$ cat src/rtl/conv_pkg.sv
// Shared types for the conv pixel-stream datapath: default widths, the
// ifmap streamer state encoding and the packed 3x3 kernel type.
package conv_pkg;

    localparam int CONV_DATA_W = 16;
    localparam int CONV_ADDR_W = 16;
    localparam int KERN_TAPS   = 9;

    typedef enum logic [2:0] {
        S_IDLE   = 3'd0,
        S_KLOAD  = 3'd1,
        S_KDRAIN = 3'd2,
        S_START  = 3'd3,
        S_STREAM = 3'd4,
        S_SDRAIN = 3'd5,
        S_WAIT   = 3'd6,
        S_FIN    = 3'd7
    } stream_state_e;

    typedef logic [KERN_TAPS-1:0][CONV_DATA_W-1:0] kernel_t;

endpackage

$ cat src/rtl/conv_rd_pipe.sv
// Aligns SRAM read data (one cycle latency) with its read strobe and
// registers the result onto the pixel stream. A flush kills everything in
// flight so the qualifier drops on the very next cycle. Data is forced to 0
// whenever it is not qualified.
module conv_rd_pipe #(
    parameter int DATA_W = 16
) (
    input  logic              clk,
    input  logic              rst_n,
    input  logic              flush,
    input  logic              rd_en,
    input  logic [DATA_W-1:0] rd_data,
    output logic [DATA_W-1:0] out_data,
    output logic              out_valid
);

    logic              vld_p1;
    logic              vld_p2;
    logic [DATA_W-1:0] data_p2;

    // p1: read was issued last cycle, SRAM data is on rd_data now
    always_ff @(posedge clk or negedge rst_n) begin
        if (!rst_n) begin
            vld_p1 <= 1'b0;
        end else begin
            vld_p1 <= rd_en && !flush;
        end
    end

    // p2: output register, zero when not qualified
    always_ff @(posedge clk or negedge rst_n) begin
        if (!rst_n) begin
            vld_p2  <= 1'b0;
            data_p2 <= '0;
        end else begin
            vld_p2  <= vld_p1 && !flush;
            data_p2 <= (vld_p1 && !flush) ? rd_data : '0;
        end
    end

    assign out_data  = data_p2;
    assign out_valid = vld_p2;

endmodule

$ cat src/rtl/conv_ifmap_streamer.sv
// Transmit side of the conv pixel-stream interface. Loads the 3x3 kernel from
// SRAM, then for each overlapping row strip pulses conv_start and streams the
// strip's pixels in raster order, waiting for the engine's done pulse before
// moving to the next strip. The interface has no backpressure, so the stream
// runs at one pixel per cycle once started.
module conv_ifmap_streamer
    import conv_pkg::*;
#(
    parameter int DATA_W     = CONV_DATA_W,
    parameter int ADDR_W     = CONV_ADDR_W,
    parameter int IMG_W      = 4,
    parameter int STRIP_ROWS = 4,
    parameter int NUM_STRIPS = 2
) (
    input  logic                            clk,
    input  logic                            rst_n,
    input  logic                            cfg_start,
    input  logic                            cfg_abort,
    input  logic [ADDR_W-1:0]               cfg_ifmap_base,
    input  logic [ADDR_W-1:0]               cfg_kern_base,
    output logic                            mem_en,
    output logic [ADDR_W-1:0]               mem_addr,
    input  logic [DATA_W-1:0]               mem_rdata,
    output logic [KERN_TAPS-1:0][DATA_W-1:0] kernel_num,
    output logic                            conv_start,
    output logic [DATA_W-1:0]               conv_num,
    output logic                            conv_num_valid,
    input  logic                            conv_done,
    output logic                            busy,
    output logic                            frame_done
);

    localparam int PIX_PER_STRIP = IMG_W * STRIP_ROWS;
    localparam int PIX_W         = $clog2(PIX_PER_STRIP + 1);
    localparam int STRIP_W       = $clog2(NUM_STRIPS + 1);
    localparam int K_W           = $clog2(KERN_TAPS + 1);

    localparam logic [PIX_W-1:0]   PIX_LAST   = PIX_W'(PIX_PER_STRIP - 1);
    localparam logic [PIX_W-1:0]   PIX_ONE    = PIX_W'(1);
    localparam logic [STRIP_W-1:0] STRIP_LAST = STRIP_W'(NUM_STRIPS - 1);
    localparam logic [STRIP_W-1:0] STRIP_ONE  = STRIP_W'(1);
    localparam logic [K_W-1:0]     K_LAST     = K_W'(KERN_TAPS - 1);
    localparam logic [K_W-1:0]     K_ONE      = K_W'(1);
    localparam logic [ADDR_W-1:0]  ADDR_ONE   = ADDR_W'(1);

    stream_state_e state_q;

    logic [ADDR_W-1:0]  ifmap_base_q;
    logic [ADDR_W-1:0]  kern_base_q;
    logic [STRIP_W-1:0] strip_q;
    logic [PIX_W-1:0]   pix_q;
    logic [K_W-1:0]     k_q;
    logic               drain_q;
    logic               done_seen_q;

    logic               mem_en_q;
    logic [ADDR_W-1:0]  mem_addr_q;
    logic               conv_start_q;
    logic               busy_q;
    logic               frame_done_q;

    logic                             kvld_p1;
    logic [K_W-1:0]                   kidx_p1;
    logic [KERN_TAPS-1:0][DATA_W-1:0] kernel_q;

    logic              abort_now;
    logic              pix_rd;
    logic [ADDR_W-1:0] strip_off;

    // Abort only has meaning once a frame is in progress; in IDLE it merely
    // suppresses a coincident start.
    assign abort_now = cfg_abort && (state_q != S_IDLE);

    // Pixel reads are the only reads that feed the stream pipe.
    assign pix_rd = mem_en_q && (state_q == S_STREAM);

    // Strip s starts at row s, so its first pixel is s rows past the base.
    assign strip_off = ADDR_W'(strip_q) * ADDR_W'(IMG_W);

    // Frame sequencer: kernel load, then per strip start pulse, pixel reads,
    // pipe drain and wait for the engine's done. All outputs are registered.
    always_ff @(posedge clk or negedge rst_n) begin
        if (!rst_n) begin
            state_q      <= S_IDLE;
            ifmap_base_q <= '0;
            kern_base_q  <= '0;
            strip_q      <= '0;
            pix_q        <= '0;
            k_q          <= '0;
            drain_q      <= 1'b0;
            done_seen_q  <= 1'b0;
            mem_en_q     <= 1'b0;
            mem_addr_q   <= '0;
            conv_start_q <= 1'b0;
            busy_q       <= 1'b0;
            frame_done_q <= 1'b0;
        end else if (abort_now) begin
            state_q      <= S_IDLE;
            done_seen_q  <= 1'b0;
            mem_en_q     <= 1'b0;
            conv_start_q <= 1'b0;
            busy_q       <= 1'b0;
            frame_done_q <= 1'b0;
        end else begin
            conv_start_q <= 1'b0;
            frame_done_q <= 1'b0;

            // A done that arrives while the strip is still streaming or
            // draining is remembered so WAIT cannot miss it.
            if (conv_done && (state_q == S_STREAM || state_q == S_SDRAIN ||
                              state_q == S_WAIT)) begin
                done_seen_q <= 1'b1;
            end

            case (state_q)
                S_IDLE: begin
                    if (cfg_start && !cfg_abort) begin
                        ifmap_base_q <= cfg_ifmap_base;
                        kern_base_q  <= cfg_kern_base;
                        strip_q      <= '0;
                        k_q          <= '0;
                        mem_en_q     <= 1'b1;
                        mem_addr_q   <= cfg_kern_base;
                        busy_q       <= 1'b1;
                        state_q      <= S_KLOAD;
                    end
                end
                S_KLOAD: begin
                    if (k_q == K_LAST) begin
                        mem_en_q <= 1'b0;
                        state_q  <= S_KDRAIN;
                    end else begin
                        k_q        <= k_q + K_ONE;
                        mem_addr_q <= mem_addr_q + ADDR_ONE;
                    end
                end
                S_KDRAIN: begin
                    conv_start_q <= 1'b1;
                    state_q      <= S_START;
                end
                S_START: begin
                    done_seen_q <= 1'b0;
                    pix_q       <= '0;
                    mem_en_q    <= 1'b1;
                    mem_addr_q  <= ifmap_base_q + strip_off;
                    state_q     <= S_STREAM;
                end
                S_STREAM: begin
                    if (pix_q == PIX_LAST) begin
                        mem_en_q <= 1'b0;
                        drain_q  <= 1'b0;
                        state_q  <= S_SDRAIN;
                    end else begin
                        pix_q      <= pix_q + PIX_ONE;
                        mem_addr_q <= mem_addr_q + ADDR_ONE;
                    end
                end
                S_SDRAIN: begin
                    if (drain_q) begin
                        state_q <= S_WAIT;
                    end else begin
                        drain_q <= 1'b1;
                    end
                end
                S_WAIT: begin
                    // A done arriving in this very cycle counts too, so the
                    // frame completes one cycle after the engine's pulse.
                    if (done_seen_q || conv_done) begin
                        done_seen_q <= 1'b0;
                        if (strip_q == STRIP_LAST) begin
                            frame_done_q <= 1'b1;
                            state_q      <= S_FIN;
                        end else begin
                            strip_q      <= strip_q + STRIP_ONE;
                            conv_start_q <= 1'b1;
                            state_q      <= S_START;
                        end
                    end
                end
                S_FIN: begin
                    busy_q  <= 1'b0;
                    state_q <= S_IDLE;
                end
                default: begin
                    state_q <= S_IDLE;
                end
            endcase
        end
    end

    // Kernel capture: p1 tags the word whose read was issued last cycle; the
    // weights hold until the next frame's kernel load overwrites them.
    always_ff @(posedge clk or negedge rst_n) begin
        if (!rst_n) begin
            kvld_p1  <= 1'b0;
            kidx_p1  <= '0;
            kernel_q <= '0;
        end else begin
            kvld_p1 <= mem_en_q && (state_q == S_KLOAD) && !abort_now;
            kidx_p1 <= k_q;
            if (kvld_p1 && !abort_now) begin
                kernel_q[kidx_p1] <= mem_rdata;
            end
        end
    end

    conv_rd_pipe #(
        .DATA_W (DATA_W)
    ) u_rd_pipe (
        .clk       (clk),
        .rst_n     (rst_n),
        .flush     (abort_now),
        .rd_en     (pix_rd),
        .rd_data   (mem_rdata),
        .out_data  (conv_num),
        .out_valid (conv_num_valid)
    );

    assign mem_en     = mem_en_q;
    assign mem_addr   = mem_addr_q;
    assign kernel_num = kernel_q;
    assign conv_start = conv_start_q;
    assign busy       = busy_q;
    assign frame_done = frame_done_q;

endmodule

$ cat config.mk
export PLATFORM = sky130hd
export DESIGN_NAME = conv_ifmap_streamer
export DESIGN_NICKNAME = d
export VERILOG_FILES = /design/src/rtl/conv_pkg.sv /design/src/rtl/conv_rd_pipe.sv /design/src/rtl/conv_ifmap_streamer.sv
export SDC_FILE = /design/constraint.sdc
export NUM_CORES = 1
export LEC_CHECK = 0
export ABC_CLOCK_PERIOD_IN_PS = 3100
export CORE_MARGIN = 3
export CORE_UTILIZATION = 35
export CTS_CLUSTER_DIAMETER = 40
export DETAILED_ROUTE_END_ITERATION = 10
export DONT_BUFFER_PORTS = 1
export PLACE_DENSITY_LB_ADDON = 0.08
export SETUP_SLACK_MARGIN = 0.15
export SYNTH_ARGS = -nofsm -noshare
export SYNTH_HDL_FRONTEND = slang
export SYNTH_SLANG_ARGS = --single-unit
$ cat constraint.sdc
create_clock -name clk -period 3.1 [get_ports clk]
set_input_delay 0.31 -clock clk [delete_from_list [all_inputs] [get_ports clk]]
set_output_delay 0.31 -clock clk [all_outputs]
set_load 0.005 [all_outputs]
==> flow_summary.toml <==
[timing]
min_period_over_period_pct = 77.46
tns_ps = 0
rsz0062_at_grt = "no"
timing.fmax_ghz = 0.4164
hold_slack_ps = -497.3
relSlewSlack_pct = 35.70
period_minus_slack_ps = 2401
setup-violations-final = 0
max_slew.worst_pin.slew_ps = 964.4
hold_violations = 219
slew_viol_final = 0
finClkSkew_ps = 16.34

[global_route]
globalRouteTotalUtil_pct = 17.19
met1_usage_pct = 21.47
grt_pass1_vias = 6232
grt_max_degree = 220
grt_util_met2_pct = 28.69
grt-ovfl-total = 0
use_met3_pct = 5.389
top_usage_layer = "met2"
antenna_found_initial = 1
grt_pass1_wl_mm = 38.58

[power_and_ir_drop]
powerDensity_nw_per_um2 = 1018
vdd_drop_max_uv = 457.6
leakage_nw = 5.362

[routing]
drcViolationCount = 0
firstDrtPassIters = 5
drt-initial-drc-count = 298
viasPerCell = 5.395
vias = 5967
wl_per_cell_um = 22.88
ant_nets = 0
routed_wl_mm = 25.30

[synthesis]
synth.avg_cell_area_um2 = 13.23
ys_warn_count = 0
ys_seq_elements = 219
synthCells = 711
synth-async-reset-ratio_pct = 100.0
synthTopCellsByCount = "dfrtp_1, mux2_2, o21ai_0, nor2_1, nand2_1"
yosysTopAreaCell = "dfrtp_1"
yosysMostFrequentCell = "dfrtp_1"
yosysUniqueCellTypes = 65
yosysSeqAreaShare_pct = 58.26
synth_ff_type = "dfrtp_1"
syn_nets = 773
synth_area_leaders = "dfrtp_1, mux2_2, o21ai_0"
netlist_area_um2 = 9407
synth_edf_count = 0
synth_top_area_share_pct = 58.26

[setup_path]
arrival_ps = 2780
cp.required_ps = 3480
startpoint_type = "flip-flop"
critical_path_class = "reg -> reg"
end_kind = "flip-flop"
crit_fanout = 16

[clocking]
clock_latency_ps = 510
cts.sinks = 219
cts_buffers = 37
clkTransAtPathRegs_ps = 50
hold_buffers = 34
clockBufferDepth = 3
cts_root_buffer = "clkbuf_16"
cts_tree = "built"
htreeDepth = 2
post_cts_buffers = 0

[placed_design]
place_area_um2 = 9622
place_hpwl_mm = 17.05
place.gp.congestion = 0.7959
io_buffers = 0
dp_cells = 1005

[die]
ios = 234
dieArea_um2 = 28880
dieWidth_um = 169.9
rows = 59
initial_core_util_pct = 35.89
core_um2 = 26210
die_h_um = 169.9

[hold_path]
hold_class = "in -> async"

[cells_and_area]
fill_cells = 2387
nets = 805
layout-drive-gt1-share_pct = 32.30
diodes = 0
final_cell_area_um2 = 11340
fin_util_pct = 43.26
syn2layout_area_growth_pct = 20.51
stdcell_count = 1106

[flow_run]
cap_violations = 0

[outcome]
violations = "hold timing"
status = "finished with violations"
metal layers:
metal	part of all wire (%)	wire length (um)
met1	41	10370
met2	49	12340
met3	8.0	2015
met4	2.2	562
met5	0.051	13
where the power goes:
group | switching, W | internal [W] | total (W)
registers | 0.000929 | 0.00372 | 0.00465
logic | 0.00124 | 0.00123 | 0.00247
clock network | 0.00145 | 0.00297 | 0.00442
through the flow:
step	setup slack [ps]	power [W]
2_1_floorplan	1070	0.006394
3_3_place_gp	761.4	0.007017
3_5_place_dp	694.2	0.007121
4_1_cts	690.8	0.01169
5_1_grt	452.0	0.01219
6_report	698.7	0.01153
cell type report:
| type | count | area (um^2) | area share (%) |
|---|---|---|---|
| clock buffers | 47 | 1066 | 9.404 |
| well taps | 335 | 419.2 | 3.698 |
| inverters | 11 | 41.29 | 0.3642 |
| multi-input cells | 429 | 3598 | 31.74 |
| repair buffers | 45 | 422.9 | 3.731 |
| clock inverters | 20 | 307.8 | 2.715 |
| flip-flops and latches | 219 | 5480 | 48.34 |
flip-flops by register name, summed over array words and instances (netlist names), 2 cells and up:
name                flops
kidx_p1                 4
u_rd_pipe.out_data     16
pix_q                   5
k_q                     4
ifmap_base_q           16
state_q                 3
strip_q                 2
kernel_num            144
mem_addr               16
worst max-delay path, stage by stage (launching register included):
cell and delay (ps):
dfrtp_1 450, buf_4 220, o31ai_4 290, nand2_1 140, nor2_4 180, nand3_2 520, mux2_2 480
worst paths after layout:
kind                                  start             end  slack, ps  cells after the start
setup reg to reg                 state_q[2]  kernel_num[28]        700                      6
setup / recovery                 state_q[2]  kernel_num[28]        700                      6
max in group asynchronous             rst_n  kernel_num[51]       2990                      0
hold / removal                        rst_n   kernel_num[1]       -500                      0
hold reg to reg                      k_q[3]      kidx_p1[3]        460                      0
min in group clk           cfg_kern_base[6]     mem_addr[6]         20                      2
kinds of logic after synthesis:
kind of cell	after synthesis	synth area share, %
buffers and inverters	63	3.485
muxes	162	19.37
xor gates and xnor gates	17	1.583
adders and majority gates	9	1.277
and+or+nand+nor	152	9.723
DFF	219	58.26
AOI/OAI and AO/OA	89	6.305
repair_timing:
item / in CTS / in global routing
gates resized for setup: 0 / 0
endpoints found under the hold margin: 403 / 219
setup endpoints to repair: 0 / 0
cell usage in the layout (no fill, tap or decap), types with 5 or more instances in the layout:
cell type	synthesis	routed
nand3_1	10	10
buf_4	8	11
dlygate4sd3_1	0	34
nor4_1	7	7
bufinv_16	0	6
clkbuf_16	0	39
nor2_1	26	26
clkbuf_8	0	6
inv_1	11	11
a21oi_1	10	10
nor3_1	12	12
nand2b_1	9	9
xor2_1	13	13
and3_1	19	19
a221oi_1	7	7
o21ai_0	41	41
inv_6	0	5
nand2_1	24	24
and2_1	5	5
mux2_2	159	159
dfrtp_1	219	219
ha_1	8	8
nor2b_1	5	5
clkinv_4	0	5
Power figures use the tool's default switching activity.
